File: src/rtl/gtfmac_vnc_second_tick_gen.sv
`default_nettype none
// ============================================================================
// Module   : gtfmac_vnc_second_tick_gen
// Purpose  : Programmable interval ("one second") tick generator. Produces a
//            toggling level and a one-cycle strobe per completed interval,
//            counts completed intervals and reports the period in force.
//            New periods take effect only at interval boundaries, so a
//            mid-interval reprogram never distorts the running interval.
// Revision : 1.0 - initial release
// ============================================================================
module gtfmac_vnc_second_tick_gen #(
  parameter logic [31:0] DEFAULT_TICKS = 32'd100_000_000,
  parameter logic [31:0] MIN_TICKS     = 32'd2
) (
  input  logic        clk,
  input  logic        reset,
  input  logic        enable,
  input  logic        restart,
  input  logic [31:0] ticks_per_second,
  output logic        one_second_edge,
  output logic        one_second_pulse,
  output logic [31:0] seconds_count,
  output logic [31:0] ticks_active
);

  // Period loaded at reset, clamped so the interval is never shorter than MIN_TICKS.
  localparam logic [31:0] c_reset_period =
    (DEFAULT_TICKS < MIN_TICKS) ? MIN_TICKS : DEFAULT_TICKS;

  logic [31:0] r_cnt;
  logic [31:0] r_period;
  logic        r_edge;
  logic        r_pulse;
  logic [31:0] r_seconds_count;

  logic [31:0] w_load;
  logic        w_terminal;

  // Requested period clamped to the minimum; only sampled at boundaries.
  assign w_load     = (ticks_per_second < MIN_TICKS) ? MIN_TICKS : ticks_per_second;
  // Last cycle of the running interval.
  assign w_terminal = (r_cnt == (r_period - 32'd1));

  // Interval counter, shadow period and tick outputs; restart beats terminal.
  always_ff @(posedge clk or negedge reset) begin
    if (!reset) begin
      r_cnt           <= '0;
      r_period        <= c_reset_period;
      r_edge          <= 1'b0;
      r_pulse         <= 1'b0;
      r_seconds_count <= '0;
    end else begin
      r_pulse <= 1'b0;
      if (!enable || restart) begin
        r_cnt    <= '0;
        r_period <= w_load;
      end else if (w_terminal) begin
        r_cnt           <= '0;
        r_period        <= w_load;
        r_edge          <= ~r_edge;
        r_pulse         <= 1'b1;
        r_seconds_count <= r_seconds_count + 32'd1;
      end else begin
        r_cnt <= r_cnt + 32'd1;
      end
    end
  end

  assign one_second_edge  = r_edge;
  assign one_second_pulse = r_pulse;
  assign seconds_count    = r_seconds_count;
  assign ticks_active     = r_period;

endmodule
`default_nettype wire

File: config.mk
export PLATFORM = sky130hd
export DESIGN_NAME = gtfmac_vnc_second_tick_gen
export DESIGN_NICKNAME = d
export VERILOG_FILES = /design/src/rtl/gtfmac_vnc_second_tick_gen.sv
export SDC_FILE = /design/constraint.sdc
export NUM_CORES = 1
export LEC_CHECK = 0
export CAP_MARGIN = 15
export CORE_MARGIN = 4
export CORE_UTILIZATION = 53
export CTS_BUF_LIST = sky130_fd_sc_hd__clkbuf_16
export CTS_CLUSTER_SIZE = 12
export DETAILED_ROUTE_END_ITERATION = 16
export PLACE_DENSITY = 0.81
export SLEW_MARGIN = 20
export SYNTH_ARGS = -nofsm -noshare
export SYNTH_HDL_FRONTEND = slang
export SYNTH_SLANG_ARGS = --single-unit
File: constraint.sdc
create_clock -name clk -period 5.9 [get_ports clk]
set_input_delay 1.18 -clock clk [delete_from_list [all_inputs] [get_ports clk]]
set_output_delay 1.18 -clock clk [all_outputs]
set_load 0.005 [all_outputs]
# Word level (Yosys, flattened, before mapping)
# Index checks and enable logic that the tools add are counted.
[word_totals]
mem_bits_ro = 0
latchBits = 0
mem_count = 0
regBits = 98
in_bits = 36
out_inout_bits = 66
mem_bits_rw = 0
[op_classes]
n_div = 0
mul = 0
shift = 0
magnitude_cmp = 1
n_reduce_logical = 4
bitwise_logic = 2
n_addsub = 3
mux = 7
n_eq_ne = 1
[op_table]
columns = ["operator", "count"]
rows = [
  ["$mux W32", 5],
  ["$add A32 B1 Y32 const B", 2],
  ["$eq A32 B32 Y1", 1],
  ["$lt A32 B2 Y1 const B", 1],
  ["$sub A32 B1 Y32 const B", 1],
  ["$mux W1", 2],
  ["$not A1 Y1", 2],
  ["$reduce_and A2 Y1", 1],
  ["$reduce_bool A2 Y1", 1],
  ["$logic_not A1 Y1", 1],
  ["$logic_or A1 B1 Y1", 1],
]

# Longest topological paths before layout
# Gate-level depths: netlist of run 1.
[depth]
depth_word = 4
depth_mapped = 12

# Least setup slack after synthesis of run 1
# No wires, ideal clock.
[synth_path]
path_type = "register -> register"
startpoint = "reg r_period[0], in the netlist ticks_active[0]"
endpoint = "reg r_seconds_count[1], in the netlist seconds_count[1]"
stages_incl_launch_ff = 13
arrival_ps = 4119
path_slack_ps = 1656
setup_ps = 125
required_time_ps = 5775
period_less_slack_ps = 4244
cell_sequence = "dfrtp_1 inv_1 ha_1 nor4b_1 nand3_1 or4_4 or4_1 a2111o_1 or4b_4 buf_6 or2_1 buf_6 mux2_4"
[synth_via]
elab_chain_cells = 3
[synth_lines]
columns = ["element", "line", "source"]
rows = [
  ["start, declared", "31", "logic [31:0] r_period;"],
  ["start signal, assigned", "48", "r_period <= c_reset_period;"],
  ["start signal, assigned", "56", "r_period <= w_load;"],
  ["start signal, assigned", "59", "r_period <= w_load;"],
  ["$sub A32 B1 Y32", "42", "assign w_terminal = (r_cnt == (r_period - 32'd1));"],
  ["$eq A32 B32 Y1", "42", ""],
  ["$reduce_and A2 Y1 (no line)", "n/a", ""],
  ["end signal, assigned", "62", "r_seconds_count <= r_seconds_count + 32'd1;"],
  ["end, declared", "34", "logic [31:0] r_seconds_count;"],
]
# Every way passes these cells.
# A chain may end at the register's enable or synchronous reset.

# Worst setup path in the final report of run 1
# Same ends and word-level chain as after synthesis.

==> reports/qor.txt, run 1 <==
Clk slew on worst S/H paths = 0.07 ns
Total track usage = 24.4%
Post-CTS Hold Fix Bufs = 0
Die Footprint = 0.0121 sq mm
Largest net degree at the start of global routing = 54
Routed WL = 13900 um
Fillers = 755
Initial DRC Count = 232
Worst skew pair latency = 0.35 ns
EDFF count, synth = 0
Max_slew headroom = 47.3%
Slew @ Worst Pin = 0.783 ns
Post-route DRC = 0
Commonest non-fill, non-tap cell in the layout = clkdlybuf4s50_1
MaxCap Viol Count = 0
WP data required = 6.13 ns
Worst Path Max Fanout = 19
I/O Pins = 102
Count of cell types in the netlist = 54
Cts bufs inserted = 9
LEAKAGE = 2.76 nW
Share of cells above drive strength 1 = 11.5%
Antenna Nets Post-Route = 0
Outcome = completed
Clock root cell = clkbuf_16
Fin. Hold Viols = 0
Core outline area = 0.00995 sq mm
Post-CTS sizing = 0
Synthesized flop and latch total = 98
Setup Skew = 0.00901 ns
Die height = 110 um
Via-per-instance ratio = 5.91
Layout area overhead = 26.4%
Vias = 4578
Initial Utilization = 55.3%
CTS max path bufs = 2
CTS tree = yes
Min cycle time layout = 4.69 ns
WL/cell = 17.9 um
ANT cells = 0
H-tree depth = 3
Detailed Routing Iterations Pass 1 = 4
Final GP Congestion = 0.880
CTS Sinks = 98
First-pass GRT wire length = 22900 um
Slew Limit Fails = 0
DPL Wire Length = 10300 um
Number of global-route vias before repair = 4636
Most frequent cells in the layout = 100 x clkdlybuf4s50_1, 86 x dfrtp_1, 60 x nor2_1, 54 x xnor2_1, 51 x xor2_1
GR Overflow Total = 0
Sequential fraction of the synthesis area = 44.8%
Syn Inst Count = 546
Setup-failing EPs final = 0
Synth warn = 0
Setup Crit Path Kind = reg2reg
Crit end category = flop
Async S/R FF share, synth = 100%
Die width = 110 um
WP data arrival = 4.92 ns
Primary FF master, synth = dfrtp_1
Cell Area, Synth = 0.00551 sq mm
Syn nets = 585
Setup TNS = 0 ns
Row Count = 36
Setup Buffers After CTS = 0
Maximum VDD drop = 0.139 mV
Total power = 1.63 mW
Avg Synthesized Cell Area = 10.1 sq um
Initial antenna violation count = 0
RSZ-0062 raised after global routing = false
Final worst path period share = 79.6%
Pwr Density = 233 mW/mm^2
Fmax = 0.213 GHz
Nets@finish = 676
IO buf count = 101
Worst hold path class = reg2reg
Crit path launch type = flop
[layer usage]
metal  part of all wire (%)  global-route usage [%]  up-vias  wire length, um
met1                     42                    31.1     2316             5850
met5                      0                       0        -                0
met3                    5.3                    4.70       22              744
met4                    1.8                    8.82        0              253
li1                       -                       -     2116                -
met2                     51                    41.1      124             7060
[cells in the mapped netlist, drive strengths merged (3+ instances only)]
master / instances / area share (%)
dfrtp: 86 / 39
nor2: 60 / 4.1
xnor2: 54 / 8.6
xor2: 51 / 8.1
mux2: 31 / 6.4
nor3: 29 / 2.6
nand3: 26 / 2.4
nand2: 25 / 1.7
nor4: 23 / 2.7
nand4: 20 / 2.3
buf: 13 / 1.4
clkbuf: 13 / 0.89
dfstp: 12 / 5.7
inv: 12 / 0.82
and3: 9 / 1.0
nand3b: 7 / 0.95
o31ai: 7 / 1.0
and4: 6 / 0.95
or3: 6 / 0.77
or4: 5 / 0.75
mux2i: 4 / 0.73
nand2b: 4 / 0.45
nor3b: 4 / 0.55
nor4b: 4 / 0.64
ha: 3 / 0.68
nor4bb: 3 / 0.55
o211ai: 3 / 0.41
or2: 3 / 0.34
[final timing paths]
| path | startpoint | endpoint | slack (ns) | cells past startpoint |
|---|---|---|---|---|
| max in group asynchronous | reset | seconds_count[16] | 4.00 | 2 |
| min in group asynchronous | reset | ticks_active[17] | 0.82 | 1 |
| hold reg to reg | seconds_count[31] | seconds_count[31] | 0.48 | 1 |
| setup / recovery | ticks_active[0] | seconds_count[1] | 1.21 | 10 |
| setup reg to reg | ticks_active[0] | seconds_count[1] | 1.21 | 10 |
| hold / removal | seconds_count[31] | seconds_count[31] | 0.48 | 1 |
[worst max-delay path, stage by stage (launching register included)]
cell and delay, ns:
dfrtp_1 0.42, inv_1 0.09, ha_1 0.18, nor4b_1 0.58, nand3_1 0.41, or4_4 0.61, or4_1 0.47, a2111o_1 0.48
or4b_4 0.67, or2_1 0.34, mux2_4 0.32
[kinds of logic after synthesis]
group	share of synthesized area (%)
buf+inv	3.07
fa+ha+maj	0.681
mux	7.13
simple gates	24.2
flops	44.8
xor+xnor	16.7
compound gates	3.48
[final cells by class]
| type | instances | area (sq um) | area share (%) |
|---|---|---|---|
| sequential | 98 | 2470 | 35.4 |
| clock inverter | 7 | 124 | 1.78 |
| multi-input combinational | 410 | 2890 | 41.5 |
| clock buffer | 9 | 225 | 3.24 |
| inverter | 12 | 45.0 | 0.647 |
| tap | 133 | 166 | 2.39 |
| timing repair buffer | 106 | 1050 | 15.0 |
[flip-flops by register name, summed over array words and instances, names as in the netlist]
name	flops
one_second_pulse	1
ticks_active	32
one_second_edge	1
seconds_count	32
r_cnt	32
[report_power, final]
part | switching [mW] | internal, mW
Sequential | 0.0443 | 0.703
Clock | 0.265 | 0.420
Combinational | 0.0810 | 0.112
[through the flow]
stage | util [%] | cell area, sq um | setup slack (ns) | std cells | hold slack [ns]
final | 69.9 | 6960 | 1.21 | 775 | 0.476
after global routing | 69.9 | 6960 | 0.997 | 775 | 0.502
after CTS | 69.9 | 6960 | 1.23 | 775 | 0.479
after detailed placement | 66.4 | 6610 | 1.27 | 759 | 0.469
after global placement | 66.4 | 6610 | 1.41 | 759 | 0.466
after floorplan | - | 5510 | 1.66 | 546 | 0.465
Power figures use the tool's default switching activity.
==> run 2: changes to the inputs <==
--- a/config.mk
+++ b/config.mk
@@ -7,11 +7,11 @@
 export LEC_CHECK = 0
 export CAP_MARGIN = 15
 export CORE_MARGIN = 4
-export CORE_UTILIZATION = 53
+export CORE_UTILIZATION = 48
 export CTS_BUF_LIST = sky130_fd_sc_hd__clkbuf_16
 export CTS_CLUSTER_SIZE = 12
 export DETAILED_ROUTE_END_ITERATION = 16
-export PLACE_DENSITY = 0.81
+export PLACE_DENSITY = 0.77
 export SLEW_MARGIN = 20
 export SYNTH_ARGS = -nofsm -noshare
 export SYNTH_HDL_FRONTEND = slang
==> constraint.sdc (replaced) <==
create_clock -name clk -period 3.8 [get_ports clk]
set_input_delay 0.76 -clock clk [delete_from_list [all_inputs] [get_ports clk]]
set_output_delay 0.76 -clock clk [all_outputs]
set_load 0.005 [all_outputs]
==> run 2 against run 1 <==
Compared with the run above:
- the run now ends with setup timing left
- utilization decreased by 0.70 points
- critical path depth is 1 lower
- combinational power is 96% higher
- sequential share of layout area decreased by 3.1 points
- count of clock-buffer cells in the layout unchanged
- maximum frequency is 19% higher
- total power grew 51%
- critical path type unchanged
==> reports/qor.txt, run 2 (same netlist as run 1, synthesis figures left out) <==
Largest net degree at the start of global routing = 60 (+11%)
Pint = 1.82 mW (+48%)
Antenna Nets Post-Route = 0 (unchanged)
H-tree depth = 3 (unchanged)
Initial Utilization = 49.9% (-5.4 points)
Seq pwr share = 46.4% (+0.4 points)
ANT cells = 0 (unchanged)
Setup-failing EPs final = 51 (+51)
WP data required = 4.04 ns (-2.09 ns)
GR Overflow Total = 0 (unchanged)
RSZ-0062 raised after global routing = true
Core outline area = 0.0110 sq mm (+11%)
Slew Limit Fails = 0 (unchanged)
WL/cell = 18.2 um (+1.5%)
Detailed Routing Iterations Pass 1 = 5 (+1)
Routed WL = 15200 um (+9.3%)
Fmax = 0.253 GHz (+19%)
Clk slew on worst S/H paths = 0.07 ns (about the same)
Total track usage = 23.5% (-0.84 points)
Commonest non-fill, non-tap cell in the layout = clkdlybuf4s50_1
Fin. Hold Viols = 0 (unchanged)
Maximum VDD drop = 0.297 mV (+110%)
Final worst slack = -0.159 ns (-1.36 ns)
Setup TNS = -3.19 ns (-3.19 ns)
Initial antenna violation count = 0 (unchanged)
Initial DRC Count = 324 (+40%)
Switching share of power = 25.6% (+1.5 points)
MaxCap Viol Count = 0 (unchanged)
WP data arrival = 4.19 ns (-0.73 ns)
Worst hold path class = in2async
Worst Path Max Fanout = 7 (-12)
Setup Skew = 0.0124 ns (+0.00343 ns)
CTS max path bufs = 2 (unchanged)
Post-route DRC = 0 (unchanged)
Worst skew pair latency = 0.36 ns (about the same)
Total power = 2.45 mW (+51%)
Die height = 115 um (+4.7%)
Crit path launch type = flop
Logic pwr share = 15.5% (+3.6 points)
Min cycle time layout = 3.96 ns (-0.736 ns)
Die Footprint = 0.0133 sq mm (+9.6%)
Die width = 115 um (+4.7%)
Slew @ Worst Pin = 0.744 ns (-0.0399 ns)
Final GP Congestion = 0.902 (+2.5%)
Vias = 4788 (+4.6%)
Nets@finish = 730 (+8.0%)
LEAKAGE = 3.24 nW (+18%)
Crit end category = flop
Switching pwr = 0.627 mW (+60%)
First-pass GRT wire length = 24600 um (+7.5%)
Max_slew headroom = 50.4% (+3.1 points)
Setup Crit Path Kind = reg2reg
Clock power frac = 38.2% (-4.0 points)
CTS Sinks = 98 (unchanged)
DPL Wire Length = 10700 um (+3.4%)
Share of cells above drive strength 1 = 22.0% (+10 points)
Number of global-route vias before repair = 4818 (+3.9%)
I/O Pins = 102 (unchanged)
Cts bufs inserted = 9 (unchanged)
Via-per-instance ratio = 5.73 (-2.9%)
Final worst path period share = 104% (+25 points)
Row Count = 38 (+5.6%)
IO buf count = 101 (unchanged)
CTS tree = yes
Most frequent cells in the layout = 100 x clkdlybuf4s50_1, 86 x dfrtp_1, 60 x nor2_1, 52 x xnor2_1, 51 x xor2_1
Layout area overhead = 38.6%
Worst reg2reg path startpoint = ticks_active[18]
Pwr Density = 321 mW/mm^2 (+37%)
Post-CTS Hold Fix Bufs = 0 (unchanged)
Outcome = finished, violations left
Failing checks = setup timing
Origin of the worst setup path = ticks_active[18]
DP Worst Slack = -0.135 ns (-1.40 ns)
Clock root cell = clkbuf_16
-- run 2: layout make-up --
| type | instances | area, sq um |
|---|---|---|
| Clock buffer | 9 | 225 |
| Clock inverter | 6 | 75.1 |
| Fill cell | 816 | 3390 |
| Inverter | 12 | 45.0 |
| Multi-Input combinational cell | 411 | 3140 |
| Sequential cell | 98 | 2470 |
| Tap cell | 140 | 175 |
| Timing Repair Buffer | 159 | 1510 |
-- run 2: metrics by stage --
| stage | instance area (sq um) | hold slack [ns] | utilization [%] | instances |
|---|---|---|---|---|
| after global routing | 7640 | 0.488 | 69.2 | 835 |
| after CTS | 7440 | 0.489 | 67.5 | 826 |
| final | 7640 | 0.463 | 69.2 | 835 |
| after detailed placement | 7000 | 0.479 | 63.4 | 807 |
| after global placement | 7000 | 0.458 | 63.4 | 807 |
| after floorplan | 5570 | 0.460 | - | 546 |
-- run 2: worst max-delay path: stages, from the launching register on --
cell and delay, ns:
dfstp_2 0.37, or4_4 0.52, or3_4 0.38, or4_4 0.50
or4_4 0.42, a2111o_1 0.44, or4b_4 0.62, or2_4 0.27
buf_4 0.16, xnor2_2 0.14
-- run 2: repair_timing --
item / CTS / global route
cloned: 2 / 1
buffers inserted: 2 / 8
resized for setup: 16 / 27
setup endpoints to repair: 23 / 72
pin swaps: 4 / 13
-- run 2: path summary, 6_finish.rpt --
path / endpoint / slack (ns) / cells past startpoint
setup reg to reg: one_second_edge / -0.16 / 9
min in group clk: seconds_count[31] / 0.49 / 1
max in group asynchronous: ticks_active[26] / 2.54 / 2
hold / removal: ticks_active[12] / 0.46 / 1
setup / recovery: one_second_edge / -0.16 / 9
hold reg to reg: seconds_count[31] / 0.49 / 1
-- run 2: metal layers --
metal / part of all wire (%) / up-vias / routed length, um / track usage [%]
met1: 42 / 2359 / 6370 / 30.4
met5: 0 / - / 0 / 0
met2: 50 / 166 / 7670 / 38.6
met3: 5.1 / 32 / 769 / 4.47
met4: 2.6 / 0 / 397 / 10.3
li1: - / 2231 / - / -
-- run 2: power groups by stage --
stage          clock [mW]  sequential, mW  combinational [mW]
3_5_place_dp            0            1.15               0.362
2_1_floorplan           0            1.16               0.132
4_1_cts             0.952            1.13               0.374
5_1_grt             0.993            1.14               0.410
6_report            0.936            1.14               0.379
3_3_place_gp            0            1.15               0.354
